`src/rtl/seq_chunk_compare_if.sv`:
```
// Compare request/result bundle for seq_chunk_compare.
// master drives start/mode/A/B; slave returns busy/done/OUT/lt/eq.
interface seq_chunk_compare_if #(
  parameter int WIDTH = 32
);
  logic             start;
  logic [1:0]       mode;
  logic [WIDTH-1:0] A;
  logic [WIDTH-1:0] B;
  logic             busy;
  logic             done;
  logic [WIDTH-1:0] OUT;
  logic             lt;
  logic             eq;

  modport master (
    output start, mode, A, B,
    input  busy, done, OUT, lt, eq
  );

  modport slave (
    input  start, mode, A, B,
    output busy, done, OUT, lt, eq
  );
endinterface

```
`src/rtl/seq_chunk_compare.sv`:
```
// Multi-cycle SLT/SLTU/SEQ/SNE comparator, one CHUNK slice per clock, MSB first.
// Ports: clk, reset (sync, active-high), bus (seq_chunk_compare_if.slave).
// Optional SEQ_COMPARE_EARLY_EXIT_EN: finish on the first differing slice.
module seq_chunk_compare #(
  parameter int WIDTH = 32,
  parameter int CHUNK = 8
) (
  input  logic clk,
  input  logic reset,
  seq_chunk_compare_if.slave bus
);

  localparam int NUM_CHUNKS = WIDTH / CHUNK;
  localparam int IW = (NUM_CHUNKS > 1) ? $clog2(NUM_CHUNKS) : 1;
  localparam logic [IW-1:0] TOP = IW'(NUM_CHUNKS - 1);

  localparam logic [1:0] M_SLT  = 2'b00;
  localparam logic [1:0] M_SLTU = 2'b01;
  localparam logic [1:0] M_SEQ  = 2'b10;
  localparam logic [1:0] M_SNE  = 2'b11;

  if ((CHUNK < 1) || (WIDTH % CHUNK != 0)) begin : g_bad_cfg
    $error("seq_chunk_compare: WIDTH must be a multiple of CHUNK");
  end

  typedef enum logic [1:0] {
    IDLE,
    RUN,
    DONE
  } state_t;

  state_t state;

  logic [NUM_CHUNKS-1:0][CHUNK-1:0] a_q;
  logic [NUM_CHUNKS-1:0][CHUNK-1:0] b_q;
  logic [1:0]    mode_q;
  logic [IW-1:0] idx;
  logic          decided;
  logic          lt_int;

  logic busy_q;
  logic done_q;
  logic out_q;
  logic lt_q;
  logic eq_q;

  logic [CHUNK-1:0] a_sl;
  logic [CHUNK-1:0] b_sl;
  logic             slice_lt;
  logic             decide_now;
  logic             pred;
  logic             last;

  // Flipping the sign bit of the top slice maps two's-complement
  // order onto plain unsigned order for the whole word.
  always_comb begin
    a_sl = a_q[idx];
    b_sl = b_q[idx];
    if ((mode_q == M_SLT) && (idx == TOP)) begin
      a_sl[CHUNK-1] = ~a_sl[CHUNK-1];
      b_sl[CHUNK-1] = ~b_sl[CHUNK-1];
    end
    slice_lt   = a_sl < b_sl;
    decide_now = !decided && (a_sl != b_sl);
    last       = (idx == '0);
  end

  always_comb begin
    pred = 1'b0;
    unique case (1'b1)
      (mode_q == M_SLT),
      (mode_q == M_SLTU): pred = lt_int;
      (mode_q == M_SEQ):  pred = !decided;
      (mode_q == M_SNE):  pred = decided;
      default:            pred = 1'b0;
    endcase
  end

  always_ff @(posedge clk) begin
    if (reset) begin
      state   <= IDLE;
      a_q     <= '0;
      b_q     <= '0;
      mode_q  <= M_SLT;
      idx     <= TOP;
      decided <= 1'b0;
      lt_int  <= 1'b0;
      busy_q  <= 1'b0;
      done_q  <= 1'b0;
      out_q   <= 1'b0;
      lt_q    <= 1'b0;
      eq_q    <= 1'b0;
    end else begin
      done_q <= 1'b0;
      unique case (state)
        IDLE: begin
          if (bus.start) begin
            a_q     <= bus.A;
            b_q     <= bus.B;
            mode_q  <= bus.mode;
            idx     <= TOP;
            decided <= 1'b0;
            lt_int  <= 1'b0;
            busy_q  <= 1'b1;
            state   <= RUN;
          end
        end
        RUN: begin
          if (decide_now) begin
            decided <= 1'b1;
            lt_int  <= slice_lt;
          end
`ifdef SEQ_COMPARE_EARLY_EXIT_EN
          if (decide_now || last) begin
            state <= DONE;
          end else begin
            idx <= idx - 1'b1;
          end
`else
          if (last) begin
            state <= DONE;
          end else begin
            idx <= idx - 1'b1;
          end
`endif
        end
        DONE: begin
          done_q <= 1'b1;
          lt_q   <= lt_int;
          eq_q   <= !decided;
          out_q  <= pred;
          busy_q <= 1'b0;
          idx    <= TOP;
          state  <= IDLE;
        end
        default: begin
          state  <= IDLE;
          busy_q <= 1'b0;
        end
      endcase
    end
  end

  assign bus.busy = busy_q;
  assign bus.done = done_q;
  assign bus.OUT  = {{(WIDTH-1){1'b0}}, out_q};
  assign bus.lt   = lt_q;
  assign bus.eq   = eq_q;

endmodule

```
`src/flat_wrapper.sv`:
```
// flat-port wrapper written by rule: the top's interface ports become plain ports
module seq_chunk_compare_flat 
#(
  parameter int WIDTH = 32,
  parameter int CHUNK = 8
)
  (clk, reset, bus_start, bus_mode, bus_A, bus_B, bus_busy, bus_done, bus_OUT, bus_lt, bus_eq);
  seq_chunk_compare_if #(.WIDTH(WIDTH)) bus_i ();
  input  logic clk;
  input  logic reset;
  input wire logic [$bits(bus_i.start)-1:0] bus_start;
  input wire logic [$bits(bus_i.mode)-1:0] bus_mode;
  input wire logic [$bits(bus_i.A)-1:0] bus_A;
  input wire logic [$bits(bus_i.B)-1:0] bus_B;
  output wire logic [$bits(bus_i.busy)-1:0] bus_busy;
  output wire logic [$bits(bus_i.done)-1:0] bus_done;
  output wire logic [$bits(bus_i.OUT)-1:0] bus_OUT;
  output wire logic [$bits(bus_i.lt)-1:0] bus_lt;
  output wire logic [$bits(bus_i.eq)-1:0] bus_eq;
  assign bus_i.start = bus_start;
  assign bus_i.mode = bus_mode;
  assign bus_i.A = bus_A;
  assign bus_i.B = bus_B;
  assign bus_busy = bus_i.busy;
  assign bus_done = bus_i.done;
  assign bus_OUT = bus_i.OUT;
  assign bus_lt = bus_i.lt;
  assign bus_eq = bus_i.eq;
  seq_chunk_compare #(.WIDTH(WIDTH), .CHUNK(CHUNK)) u_core (.clk(clk), .reset(reset), .bus(bus_i));
endmodule
```
`config.mk`:
```
export PLATFORM = sky130hd
export DESIGN_NAME = seq_chunk_compare_flat
export DESIGN_NICKNAME = d
export VERILOG_FILES = /design/src/rtl/seq_chunk_compare_if.sv /design/src/rtl/seq_chunk_compare.sv /design/src/flat_wrapper.sv
export SDC_FILE = /design/constraint.sdc
export NUM_CORES = 1
export LEC_CHECK = 0
export ABC_AREA = 1
export CAP_MARGIN = 10
export CORE_MARGIN = 2
export CORE_UTILIZATION = 51
export CTS_CLUSTER_SIZE = 14
export DETAILED_ROUTE_END_ITERATION = 7
export PLACE_DENSITY = 0.91
export SETUP_SLACK_MARGIN = 0.5
export SYNTH_ARGS = -nofsm -noshare
export SYNTH_HDL_FRONTEND = slang
export SYNTH_SLANG_ARGS = --single-unit
```
`constraint.sdc`:
```
create_clock -name clk -period 4.75 [get_ports clk]
set_input_delay 0.95 -clock clk [delete_from_list [all_inputs] [get_ports clk]]
set_output_delay 0.95 -clock clk [all_outputs]
set_load 0.02 [all_outputs]
```
# Word level (Yosys, flattened, before mapping)
# Index checks and enable logic that the tools add are counted.
# word_totals
reg_bits,77
out_inout_bits,36
elab_cells,70
# op_classes
n_addsub,1
order_cmp,2
n_eq_ne,11
mux,21
bitwise,3
reduce_logical,14
# op_table
op,count
$bmux W8 S2,2
$mux W8,2
$eq A2 B2 Y1 const B,4
$lt A8 B8 Y1,1
$mux W2,4
$ne A8 B8 Y1,1
$mux W1,7
$logic_not A2 Y1,3
$pmux W1 S2,3
$pmux W2 S3,1
$reduce_and A2 Y1,3
$reduce_and A3 Y1,2
$eq A2 B1 Y1 const B,2
$ne A2 B1 Y1 const B,2
$ne A2 B2 Y1 const B,2
$pmux W2 S2,1
$lt A2 B3 Y1 const B,1
$not A1 Y1,3
$pmux W1 S3,1
$reduce_bool A3 Y1,1
$logic_and A1 B1 Y1,2
$reduce_bool A2 Y1,1
$reduce_or A2 Y1,1
$sub A2 B1 Y2 const B,1
$logic_not A1 Y1,1

# Logic depth before layout (Yosys ltp)
# Gate-level depths: netlist of run 1.
# logic_depth
ltp_word,8
depth_mapped,14

# Worst setup path before layout of run 1
# No wires, ideal clock.
# synth_path
kind,register -> register
start,register u_core.idx[0]
end,register u_core.lt_int
arrival_time_ps,1714
t_required_ps,4680
path_slack_ps,2967
stages_incl_launch_ff,13
synth_period_minus_slack_ps,1783
cell_sequence,dfxtp_1 buf_2 inv_2 buf_2 nand2_1 a32o_1 ha_1 nand2_1 nor2_1 nand2_1 nand2_1 nand3_1 a21oi_1
# synth_between
elab_chain_len,8
# synth_lines
element,line,text
"start, declared",seq_chunk_compare.sv:37,logic [IW-1:0] idx;
"start signal, assigned",seq_chunk_compare.sv:123,idx <= idx - 1'b1;
branches (longest 8 deep; another with $lt A8 B8 Y1),n/a,
"end signal, assigned",seq_chunk_compare.sv:111,lt_int <= slice_lt;
"end, declared",seq_chunk_compare.sv:39,logic lt_int;
# Several ways; the timed one is not identified. The select of a mux whose other input is x is not followed.
# A chain may end at the register's enable or synchronous reset.

# Final worst setup path of run 1
# Same ends and word-level chain as after synthesis.

==> qor.csv, run 1 <==
metric,value,unit
status,finished clean,
Critical Path Fanout Max,35,
CP Cell Sequence,inv_2 > nand2_1 > nand3_1 > nand2_1 > xnor2_1 > ha_1 > nand2_1 > nor2_1 > nand2_1 > nand2_1 > nand3_1 > a21oi_1,
top cell family by delay on the critical path,flip-flops,
largest family of logic cells by synthesized area,simple AND/OR/NAND/NOR gates,
CP Data Arrival Time,3.35,ns
n_diodes,0,
aggregate global routing overflow,0,
Tmin final,3.056,ns
via-per-instance ratio,4.994,
fin crit share,64.33,%
mux cell area share after synthesis,0,%
post-route ant nets,0,
CTS Root Cell,clkbuf_8,
leading cell type by number of instances after synthesis,nor2_1,
Pleak,1.832,nW
setup repair bufs after CTS,0,
Worst Setup Path Type,reg -> reg,
cell row count,30,
routed len/inst,12.87,µm
headroom to the max-slew limit,25.19,%
#FFs+latches synth,77,
fin. max-slew vios,0,
DRC,0,
"Async S/R FF share, synth",0,%
adder-cell share of the synthesized area,3.433,%
first-pass detailed-route iteration total,5,
share of cells above drive strength 1,3.770,%
PD cells,370.9,nW/µm²
number of flops mapped to enable cells by yosys,0,
Mapped Avg Cell Area,7.289,µm²
Final Skew,0.005860,ns
simple-gate share of the synthesized area,22.52,%
worst hold path type,reg -> reg,
RSZ-0062 raised after global routing,no,
CTS max path bufs,2,
Yosys warning total,0,
Max Freq,0.3273,GHz
CP endpoint kind,register,
worst slew pin tran,1.121,ns
Resize count post-CTS,0,
largest net degree at the start of global routing,74,
Placer Congestion,0.8711,
CTS Buf Count,9,
Core Box Area,6869,µm²
Final Hold Fails,0,
Synth area leaders,"dfxtp_1 42%, nor2_1 16%, o21ai_0 12%",
Routed WL,8.405,mm
fillcell total,606,
synthesized area,3645,µm²
worst skew pair latency,0.35,ns
final hold slack,0.4788,ns
CP most frequent cell,nand2_1,
Synth Flop Type,dfxtp_1,
total track usage,22.21,%
number of top-level pins,105,
Worst Path Buf+Inv,1,
Final nets,632,
CTS tree,done,
vias in the first global route,3070,
post-synthesis cell type count,24,
Initial Utilization,53.06,%
Post-synth top cells,"151 x nor2_1, 86 x o21ai_0, 77 x dfxtp_1, 51 x nand2_1, 34 x buf_4",
TritonCTS sink count,77,
VDD IR-drop max,171.3,µV
CTS H-tree depth,3,
Max Cap Viol,0,
final setup vio count,0,
"Cell Count, Final, Fillers Out",653,
Inst Count DP,638,
Yosys top cell by area,dfxtp_1,
cell count after synthesis,500,
"Seq/Total Area, Yosys",42.29,%
"CTS clk-pin slew, worst paths",0.08,ns
I/O Buffers,73,
initial antenna violation count,0,
DP Wirelength,5.844,mm
CP Data Required Time,5.04,ns
CP max stage delay,1.07,ns
Crit-path slowest cell,dfxtp_1,
Synth Area in Compound Gates,17.95,%
setup TNS,0,ns
DRT iter0 DRCs,168,
DR vias,3261,
Area Growth Syn to Fin,20.84,%
Hold Buf Count CTS,0,
top cell type's share of synthesized area,42.29,%
first-pass GRT wire length,13.46,mm
Die Wd,88.54,µm
Die ar.,7838,µm²
post-synthesis xor/xnor area fraction,0.4806,%
CP Launch Type,register,
chip height,88.54,µm
path summary, 6_finish.rpt:
check	from	to	slack (ns)	cells after the start
worst max-delay path	u_core.idx[0]$_SDFFE_PP1P_	u_core.lt_int$_SDFFE_PP0P_	1.69	12
worst min-delay path	u_core.bus.busy$_SDFFE_PP0P_	u_core.bus.busy$_SDFFE_PP0P_	0.48	2
worst max register to register	u_core.idx[0]$_SDFFE_PP1P_	u_core.lt_int$_SDFFE_PP0P_	1.69	12
worst min register to register	u_core.bus.busy$_SDFFE_PP0P_	u_core.bus.busy$_SDFFE_PP0P_	0.48	2
metal layers:
layer / routed length (µm) / global-route usage [%] / vias to the layer above
met3: 506 / 4.011 / 13
met2: 4210 / 38.28 / 104
met5: 0 / 0 / -
met4: 140 / 10.06 / 0
li1: - / - / 1673
met1: 3548 / 27.01 / 1471
cell usage in the layout (no fill, tap or decap):
cell,n
a21oi_1,19
nand2_4,1
a32o_1,7
inv_6,1
clkbuf_8,10
conb_1,31
clkinv_2,3
nor2_2,1
o211ai_1,2
nand2_1,51
xor2_1,1
buf_4,1
clkdlybuf4s50_1,73
nor2_1,151
xnor2_1,1
o21ai_0,86
ha_1,10
inv_2,2
inv_1,11
nand3_1,8
dfxtp_1,77
o22ai_1,7
nor3_1,1
bufinv_16,2
area by class of cell:
| class | instances | area [µm²] | share of cell area (%) |
|---|---|---|---|
| inverter | 14 | 57.56 | 1.307 |
| tap | 96 | 120.1 | 2.727 |
| multi-input combinational | 377 | 1734 | 39.37 |
| clock buffer | 10 | 137.6 | 3.125 |
| timing repair buffer | 74 | 738.2 | 16.76 |
| sequential | 77 | 1541 | 35.00 |
| clock inverter | 5 | 75.07 | 1.705 |
flip-flops by register name, summed over array words and instances, names as in the netlist:
register,flops
u_core.a_q,32
u_core.b_q,32
u_core.bus.busy,1
u_core.bus.done,1
u_core.bus.eq,1
u_core.bus.lt,1
u_core.decided,1
u_core.idx,2
u_core.lt_int,1
u_core.mode_q,2
u_core.out_q,1
u_core.state,2
cells by family (layout without fill, tap and decap cells):
family                   after synthesis  count (layout)
AND/OR/NAND/NOR                      213             213
AO/OA/AOI/OAI                        121             121
flip-flops                            77              77
buffers and inverters                 76             103
adder cells (fa/ha/maj)               10              10
XOR/XNOR                               2               2
other                                  1              31
worst register-to-register path, delay by kind of cell, from the launching register on:
family	cells	cell delay (ns)
buffers and inverters	1	0.53
and+or+nand+nor	8	0.88
adders and majority gates	1	0.29
xor gates and xnor gates	1	0.07
AOI/OAI and AO/OA	1	0.16
DFF	1	1.07
through the flow:
stage	total power [W]	area [µm²]	utilization [%]	setup WS, ns
final	0.001634	4404	64.12	1.695
after global routing	0.001718	4404	64.12	1.473
after CTS	0.001635	4404	64.12	1.738
after detailed placement	0.001105	4192	61.02	1.814
after global placement	0.001095	4192	61.02	1.862
after floorplan	0.001021	3757	-	2.967
power by group:
group | internal, W | switching, W | leakage (nW) | total (W)
clock | 0.000304 | 0.000235 | 0.112 | 0.000539
combinational | 0.000151 | 0.000197 | 1.08 | 0.000348
sequential | 0.000701 | 0.0000456 | 0.637 | 0.000746
Power figures use the tool's default switching activity.
==> inputs of run 2 (changes only) <==
CORE_UTILIZATION = 43   (was 51)
PLACE_DENSITY = 0.82   (was 0.91)
clock period = 2.7 ns   (was 4.75 ns; I/O delays follow)
==> run 2 against run 1 <==
Critical path depth decreased by 2. Cell area rose by 1.3%. Clock power rose by 69%. Non-clock buffer count is 4 higher. Clock skew about the same. Die area is 18% higher. First-iteration DRC count up 8.9%. Routed wire length grew 1.5%. Combinational power is 88% higher. Utilization fell by 9.8 points. Sequential share of layout area is 0.42 points lower.
==> qor.csv, run 2 (synthesis results as in run 1) <==
metric,value,unit
status,finished clean,
RR Endpoint,u_core.lt_int$_SDFFE_PP0P_,
multi-input logic area,1737,µm²
largest net degree at the start of global routing,72,
Final Hold Fails,0,
worst hold path type,reg -> reg,
CTS max path bufs,2,
initial antenna violation count,0,
Max Cap Viol,0,
share of cells above drive strength 1,4.626,%
Inst Count DP,651,
Routed WL,8.530,mm
top cell family by delay on the critical path,compound AO/OA/AOI/OAI gates,
Critical Path Fanout Max,25,
DR vias,3283,
RSZ-0062 raised after global routing,no,
CTS Buf Count,9,
final setup vio count,0,
VDD IR-drop max,283.8,µV
Die ar.,9228,µm²
TritonCTS sink count,77,
CTS tree,done,
Die Wd,96.07,µm
Place WS,0.5691,ns
design area,4462,µm²
Worst Path Buf+Inv,1,
CP endpoint kind,register,
final hold slack,0.4811,ns
sequential cell area,1543,µm²
DRC,0,
Worst Setup Path Type,reg -> reg,
DP Wirelength,6.151,mm
n_diodes,0,
fin crit share,74.59,%
worst skew pair latency,0.35,ns
CP Launch Type,register,
Core Box Area,8217,µm²
CP Data Required Time,2.98,ns
CTS Root Cell,clkbuf_8,
chip height,96.07,µm
fin. max-slew vios,0,
fillcell total,793,
Initial Utilization,44.36,%
post-route ant nets,0,
post-route setup slack,0.6860,ns
DRT iter0 DRCs,183,
first-pass GRT wire length,13.70,mm
aggregate global routing overflow,0,
Tmin final,2.014,ns
CP max stage delay,0.34,ns
"Cell Count, Final, Fillers Out",667,
"most common cell after layout, fill and taps aside",nor2_1,
Resize count post-CTS,0,
PD cells,641.2,nW/µm²
CP most frequent cell,nand2_1,
top flop regs,"u_core.a_q x32, u_core.b_q x32",
Hold Buf Count CTS,0,
CP Data Arrival Time,2.29,ns
hold path depth,2,
CP Cell Sequence,inv_2 > a21oi_1 > a32o_1 > ha_1 > nand2_1 > nor2_1 > nand2_1 > nand2_1 > nand3_1 > a21oi_1,
CTS H-tree depth,3,
cell row count,33,
Final nets,636,
most frequent cells in the layout,"150 x nor2_1, 86 x o21ai_0, 76 x dfxtp_1",
"CTS clk-pin slew, worst paths",0.07,ns
worst r2r src,u_core.idx[1]$_SDFFE_PP1P_,
setup repair bufs after CTS,0,
Placer Congestion,0.8341,
number of top-level pins,105,
Area Growth Syn to Fin,22.42,%
R2R setup slack,0.69,ns
first-pass detailed-route iteration total,5,
Worst Reg-to-Reg Cells,10,
Max Freq,0.4965,GHz
vias in the first global route,3036,
via-per-instance ratio,4.922,
Hold Path Origin,u_core.bus.busy$_SDFFE_PP0P_,
Crit-path slowest cell,dfxtp_1,
setup TNS,0,ns
total track usage,19.46,%
Placed Area,4245,µm²
routed len/inst,12.79,µm
I/O Buffers,73,
Hold EP,u_core.bus.busy$_SDFFE_PP0P_,
Pleak,1.850,nW
Final Skew,0.006128,ns
==> run 2: layout make-up <==
cell class / count / area share, %
inverter: 14 / 1.346
clock inverter: 5 / 1.683
multi-input combinational: 377 / 38.92
timing repair buffer: 78 / 17.58
tap: 105 / 2.944
clock buffer: 11 / 2.944
sequential: 77 / 34.58
==> run 2: how the worst max path moves through the flow <==
stage / start / endpoint / cells past startpoint
after floorplan: u_core.idx[0]$_SDFFE_PP1P_ / u_core.lt_int$_SDFFE_PP0P_ / 12
after global placement: bus_start / u_core.a_q[21]$_SDFFE_PP0P_ / 5
after detailed placement: bus_start / u_core.a_q[25]$_SDFFE_PP0P_ / 5
after CTS: u_core.idx[0]$_SDFFE_PP1P_ / u_core.lt_int$_SDFFE_PP0P_ / 10
after global routing: u_core.idx[0]$_SDFFE_PP1P_ / u_core.lt_int$_SDFFE_PP0P_ / 11
final: u_core.idx[1]$_SDFFE_PP1P_ / u_core.lt_int$_SDFFE_PP0P_ / 10
==> run 2: worst min-delay path, delay by kind of cell, from the launching register on <==
| family | cells | cell delay, ns |
|---|---|---|
| flip-flops | 1 | 0.32 |
| AO/OA/AOI/OAI | 1 | 0.06 |
| AND/OR/NAND/NOR | 1 | 0.06 |
==> run 2: stage by stage <==
stage / util, % / total power, W
floorplan: - / 0.001796
global placement: 51.67 / 0.001937
detailed placement: 51.67 / 0.001961
CTS: 54.18 / 0.002867
global route: 54.30 / 0.003025
finish: 54.30 / 0.002861
==> run 2: power breakdown <==
group | internal, W | switching, W
Sequential | 0.00123 | 0.0000632
Combinational | 0.000279 | 0.000376
Clock | 0.000516 | 0.000393
Total | 0.00203 | 0.000832
==> run 2: layer usage <==
metal | part of all wire, % | global-route usage [%] | up-vias
met3 | 6.5 | 4.542 | 12
met5 | 0 | 0 | -
met2 | 50 | 34.32 | 114
met4 | 1.8 | 7.619 | 0
li1 | - | - | 1682
met1 | 42 | 22.68 | 1475
